--- src/rtl/sm4_round_sched.sv ---
`default_nettype none
// +----------------------------------------------------------------------------+
// | Module      : sm4_round_sched                                              |
// | Description : Iterative SM4 key-expansion / round sequencer sharing one    |
// |               external T/T' unit. Optional key cache: SM4_KEY_CACHE_EN.    |
// | Revision    : 1.0                                                          |
// +----------------------------------------------------------------------------+
module sm4_round_sched #(
    parameter int           ROUNDS = 32,
    parameter logic [127:0] FK     = 128'hA3B1BAC6_56AA3350_677D9197_B27022DC
) (
    input  logic         clk,
    input  logic         rst,
    input  logic         start_input,
    input  logic         isdec,
    input  logic [127:0] datain,
    input  logic [127:0] mkin,
    output logic         in_ready,
    output logic         rf_mode,
    output logic [31:0]  rf_x,
    input  logic [31:0]  rf_t,
    output logic [127:0] dataout,
    output logic         out_valid,
    input  logic         out_ready
);

    typedef enum logic [1:0] {
        S_IDLE = 2'd0,
        S_KEXP = 2'd1,
        S_RND  = 2'd2,
        S_DONE = 2'd3
    } state_t;

    localparam logic [4:0] c_last_round = 5'(ROUNDS - 1);

    state_t         state_q, state_d;
    logic [4:0]     cnt_q, cnt_d;
    logic           isdec_q, isdec_d;
    logic [127:0]   x_q, x_d;
    logic [127:0]   k_q, k_d;
    logic [31:0]    rk_q [ROUNDS];

    logic [31:0]    w_ck;
    logic [4:0]     w_rk_idx;
    logic [31:0]    w_rk;
    logic [31:0]    w_new;
    logic           w_hit;

    // CK word i, byte j = ((4i+j)*7) mod 256
    always_comb begin
        w_ck = '0;
        for (int j = 0; j < 4; j++) begin
            w_ck[31-8*j -: 8] = ({1'b0, cnt_q, 2'b00} + 8'(j)) * 8'd7;
        end
    end

    assign w_rk_idx = isdec_q ? (c_last_round - cnt_q) : cnt_q;
    assign w_rk     = rk_q[w_rk_idx];

    always_comb begin
        rf_x = '0;
        unique case (state_q)
            S_KEXP:  rf_x = k_q[95:64] ^ k_q[63:32] ^ k_q[31:0] ^ w_ck;
            S_RND:   rf_x = x_q[95:64] ^ x_q[63:32] ^ x_q[31:0] ^ w_rk;
            default: rf_x = '0;
        endcase
    end

    assign w_new     = ((state_q == S_KEXP) ? k_q[127:96] : x_q[127:96]) ^ rf_t;
    assign rf_mode   = (state_q == S_KEXP);
    assign in_ready  = (state_q == S_IDLE);
    assign out_valid = (state_q == S_DONE);
    // Register order after the last round is X32..X35; R reverses it
    assign dataout   = (state_q == S_DONE) ?
                       {x_q[31:0], x_q[63:32], x_q[95:64], x_q[127:96]} : '0;

`ifdef SM4_KEY_CACHE_EN
    logic [127:0] ckey_q, ckey_d;
    logic         cvld_q, cvld_d;

    assign w_hit = cvld_q && (mkin == ckey_q);

    // The key is captured at start; it only becomes valid once its expansion completes
    always_comb begin
        ckey_d = ckey_q;
        cvld_d = cvld_q;
        if (state_q == S_IDLE && start_input && !w_hit) begin
            ckey_d = mkin;
            cvld_d = 1'b0;
        end else if (state_q == S_KEXP && cnt_q == c_last_round) begin
            cvld_d = 1'b1;
        end
    end

    always_ff @(posedge clk) begin
        if (rst) begin
            ckey_q <= '0;
            cvld_q <= 1'b0;
        end else begin
            ckey_q <= ckey_d;
            cvld_q <= cvld_d;
        end
    end
`else
    assign w_hit = 1'b0;
`endif

    always_comb begin
        state_d = state_q;
        cnt_d   = cnt_q;
        isdec_d = isdec_q;
        x_d     = x_q;
        k_d     = k_q;
        unique case (state_q)
            S_IDLE: begin
                if (start_input) begin
                    isdec_d = isdec;
                    x_d     = datain;
                    k_d     = mkin ^ FK;
                    cnt_d   = '0;
                    state_d = w_hit ? S_RND : S_KEXP;
                end
            end
            S_KEXP: begin
                k_d   = {k_q[95:0], w_new};
                cnt_d = cnt_q + 5'd1;
                if (cnt_q == c_last_round) begin
                    cnt_d   = '0;
                    state_d = S_RND;
                end
            end
            S_RND: begin
                x_d   = {x_q[95:0], w_new};
                cnt_d = cnt_q + 5'd1;
                if (cnt_q == c_last_round) begin
                    cnt_d   = '0;
                    state_d = S_DONE;
                end
            end
            S_DONE: begin
                if (out_ready) begin
                    state_d = S_IDLE;
                end
            end
            default: state_d = S_IDLE;
        endcase
    end

    always_ff @(posedge clk) begin
        if (rst) begin
            state_q <= S_IDLE;
            cnt_q   <= '0;
            isdec_q <= 1'b0;
            x_q     <= '0;
            k_q     <= '0;
        end else begin
            state_q <= state_d;
            cnt_q   <= cnt_d;
            isdec_q <= isdec_d;
            x_q     <= x_d;
            k_q     <= k_d;
        end
    end

    always_ff @(posedge clk) begin
        if (!rst && state_q == S_KEXP) begin
            rk_q[cnt_q] <= w_new;
        end
    end

endmodule
`default_nettype wire

--- config.mk ---
export PLATFORM = sky130hd
export DESIGN_NAME = sm4_round_sched
export DESIGN_NICKNAME = d
export VERILOG_FILES = /design/src/rtl/sm4_round_sched.sv
export SDC_FILE = /design/constraint.sdc
export NUM_CORES = 2
export LEC_CHECK = 0
export BUFFER_PORTS_ARGS = -buffer_cell sky130_fd_sc_hd__buf_2
export CAP_MARGIN = 25
export CELL_PAD_IN_SITES_DETAIL_PLACEMENT = 1
export CELL_PAD_IN_SITES_GLOBAL_PLACEMENT = 2
export CORE_ASPECT_RATIO = 1.5
export CORE_MARGIN = 5
export CORE_UTILIZATION = 43
export DETAILED_ROUTE_END_ITERATION = 6
export GPL_TIMING_DRIVEN = 0
export PLACE_DENSITY_LB_ADDON = 0.1
export SETUP_SLACK_MARGIN = 0.02
export SLEW_MARGIN = 40
export SYNTH_ARGS = -nofsm -noshare
export SYNTH_HDL_FRONTEND = slang
export SYNTH_SLANG_ARGS = --single-unit
--- constraint.sdc ---
create_clock -name clk -period 5.05 [get_ports clk]
set_clock_uncertainty 0.15 [all_clocks]
set_input_delay 0.505 -clock clk [delete_from_list [all_inputs] [get_ports clk]]
set_output_delay 0.505 -clock clk [all_outputs]
set_load 0.01 [all_outputs]
==> impl_results.md <==
* Critical path launch point type: flop
* Top cells by count, synth: 1,072 x mux2i_1, 1,024 x edfxtp_1, 392 x a22oi_1, 266 x nor2_1, 264 x dfxtp_1
* Syn nets at 5,250
* Worst setup margin at -0.00902 ns
* Failing checks: setup timing
* Worst-path maximum fanout at 10
* H-Tree Depth at 4
* Highest routed metal layer: met5
* # DRC at 0
* Root buf cell: clkbuf_16
* Clock Tree Buf Depth at 3
* Final Slew Violations at 0
* Drt first pass iters at 6
* Hold Fails Final Rpt at 0
* Main synth FF type: edfxtp_1
* Seq/Total Area, Yosys at around 56%
* Mux contribution to synthesized area at between 20% and 30%
* Min cycle time layout at around 5.1 ns
* Area Overhead vs Synth at 24.1%
* Cell area after synthesis at around 65,000 um2
* Crit. End Element: output pin
* EDFF count, synth at ~1,000
* Status: complete, but fails checks
* Dpl cell area at between 70,000 and 80,000 um2
* GP Congestion at 1.00
* Nets@finish at approximately 6,300
* Synth Area in Compound Gates at a little over a tenth
* WL met2 at 146,000 um
* Mean Syn Cell Area at between 10 and 15 um2
* Largest family of logic cells by synthesized area: multiplexers
* TNS Setup at -0.00902 ns
* Cts bufs inserted at between 100 and 150
* Critical Path RT at about 4.4 ns
* Final period util at 100%
* Clock Latency Late Sink at around 0.8 ns
* Leading area contributor after synthesis: edfxtp_1
* Final setup vio count at 1
* Syn Inst Count at between 4,000 and 5,000
* I/O pin cnt at ~460
* Antenna Nets Post-Route at 0
* Synth Area in XOR/XNOR at under 10%
* Simple-gate share of the synthesized area at roughly 5.8%
* Die width at between 300 and 400 um
* Clock sink total at approximately 1,300
* Unrepaired setup endpoints after global routing: true
* Antenna violations before repair at 16
* Final Cell Area at approximately 80,000 um2
* Yosys reg bits at around 1,300
* Die Span Y at around 490 um
* Leakage at 0.0271 uW
* Top-count cell post-synth: mux2i_1
* Pwr Total at around 45,000 uW
* Via/cell ratio at 6.24
* Worst-Margin Slew at 1.00 ns
* Fmax at 0.198 GHz
* Starting DRT DRC Count at 4,506
* First-pass GRT wire length at around 400,000 um
* FP Rows at roughly 170
* Worst path arrival time at 4.40 ns
* Met1 WL at 105,000 um
* Worst-path clk slew at around 0.07 ns
* Total routed wirelength at between 300,000 and 400,000 um
* CTS tree: yes
* Starting density of the core at 43.2%
* Max-Cap Viols at 0
* Largest net degree at the start of global routing at 20
* Per-cell routed wire length at around 37 um
* Synth unique cells at a little under 50
* Buffers added on ports at roughly 460
* Via Count at about 50,000
* Power Density at ~560 nW/um2
* Met3 wire len at around 19,000 um
* Core area at between 100,000 and 150,000 um2
* Yosys top cell area share at 47.5%
* Total gr overflow at 0
* Vias in the first global route at ~53,000
* Worst slew margin at approximately a third
* Die footprint at around 160,000 um2
* Worst hold path type: input port to flop
* GRT Overall Usage at between 30% and 40%
* CP Class: flop to output pin
* Synth top area cells: edfxtp_1 48%, mux2i_1 17%, dfxtp_1 8.2%
* Post-DP HPWL at 236,000 um
* Share of layout cells above drive strength 1 at a little under a quarter
* Worst-case vdd ir drop at 0.297 mV
* Post-synthesis async set-or-reset flop share at 0%
* Yosys warns at 0
* Adder-Cell Fraction of Synth Area at less than 1%
-- metrics by stage --
step                util (%)  instances  setup slack (ns)  hold WS (ns)
floorplan                  -       4929              1.54         0.282
global placement        46.4       7320             -2.21         0.288
detailed placement      48.8       7534            -0.109         0.302
CTS                     53.5       8012            0.0203    0.00000899
global route            53.6       8020           -0.0172       0.00730
finish                  53.6       8023          -0.00902        0.0403
-- state kept, by name, summed over array words and instances (netlist names) --
name and count:
rk_q 1024, k_q 128, x_q 128, cnt_q 5, state_q 2, isdec_q 1
-- worst paths after layout --
path                            slack [ns]  depth (start not counted)                    start                      to
worst min-delay path                  0.04                          3               datain[16]    x_q[16]$_SDFFE_PP0P_
worst max-delay path                -0.009                         10    cnt_q[3]$_SDFFE_PP0P_                rf_x[14]
worst min register to register        0.31                          2     k_q[97]$_SDFFE_PP0P_    k_q[97]$_SDFFE_PP0P_
worst max register to register        1.11                          9  state_q[1]$_SDFFE_PP0P_  rk_q[18][13]$_DFFE_PP_
-- placed cells by master (no fill, tap or decap), drive strengths merged --
cell type	Yosys	routed
mux2i	1075	1075
edfxtp	1024	1024
buf	176	852
clkbuf	222	396
a22oi	392	392
nor2	268	268
dfxtp	264	264
dlygate4sd3	0	240
a21oi	215	215
a211oi	207	207
xnor2	183	183
nand2	180	180
and2	134	134
mux4	120	120
nor3	78	78
o21ai	70	70
a21boi	60	60
xor2	49	49
nor4	49	49
clkinv	1	39
o22ai	30	30
inv	15	24
nor2b	23	23
ha	20	20
a222oi	17	17
and3	15	15
o31ai	15	15
diode	0	9
bufinv	0	9
fa	8	8
a21o	7	7
nand2b	4	4
nand3	3	3
clkinvlp	0	3
o21a	1	1
nor3b	1	1
o221ai	1	1
nand4	1	1
a32oi	1	1
-- routing by layer --
metal	vias up	GRT usage [%]
li1	21150	-
met3	742	7.09
met2	2256	63.1
met4	8	27.9
met5	-	0
met1	25894	40.0
-- area by class of cell --
type	count	area, um2
Fill cell	15053	69400
Sequential cell	1288	36000
Multi-Input combinational cell	3227	27800
Timing Repair Buffer	917	7610
Clock buffer	175	3640
Tap cell	1936	2420
Buffer	396	2140
Clock inverter	59	588
Inverter	16	71.3
Antenna cell	9	22.5
-- cells by family after synthesis --
logic type | count (synthesis)
AO/OA/AOI/OAI | 1016
XOR/XNOR | 232
adder cells (fa/ha/maj) | 28
buffers and inverters | 414
flip-flops | 1288
multiplexers | 1195
AND/OR/NAND/NOR | 756
-- repair_timing --
| item | CTS | global route |
|---|---|---|
| hold buffers | 240 | 0 |
| setup endpoints to repair | 32 | 24 |
| buffers inserted | 6 | 2 |
| resized for setup | 134 | 38 |
| cloned | 0 | 0 |
| pin swaps | 5 | 5 |
| endpoints found under the hold margin | 239 | 0 |
-- power by group --
| group | internal (uW) | total, uW | switching (uW) |
|---|---|---|---|
| clock | 5560 | 9980 | 4420 |
| combinational | 6760 | 19600 | 12900 |
| sequential | 13600 | 15000 | 1410 |
| total | 26000 | 44600 | 18700 |
-- worst max-delay path, stage by stage (launching register included) --
cell	delay [ns]
dfxtp_1	0.50
buf_2	0.31
inv_1	0.21
nor2_1	0.25
mux2i_2	0.19
clkbuf_2	0.34
nor3_2	0.90
nor4_4	0.17
and3_1	0.25
o31ai_2	0.27
buf_2	0.21
Power figures use the tool's default switching activity.
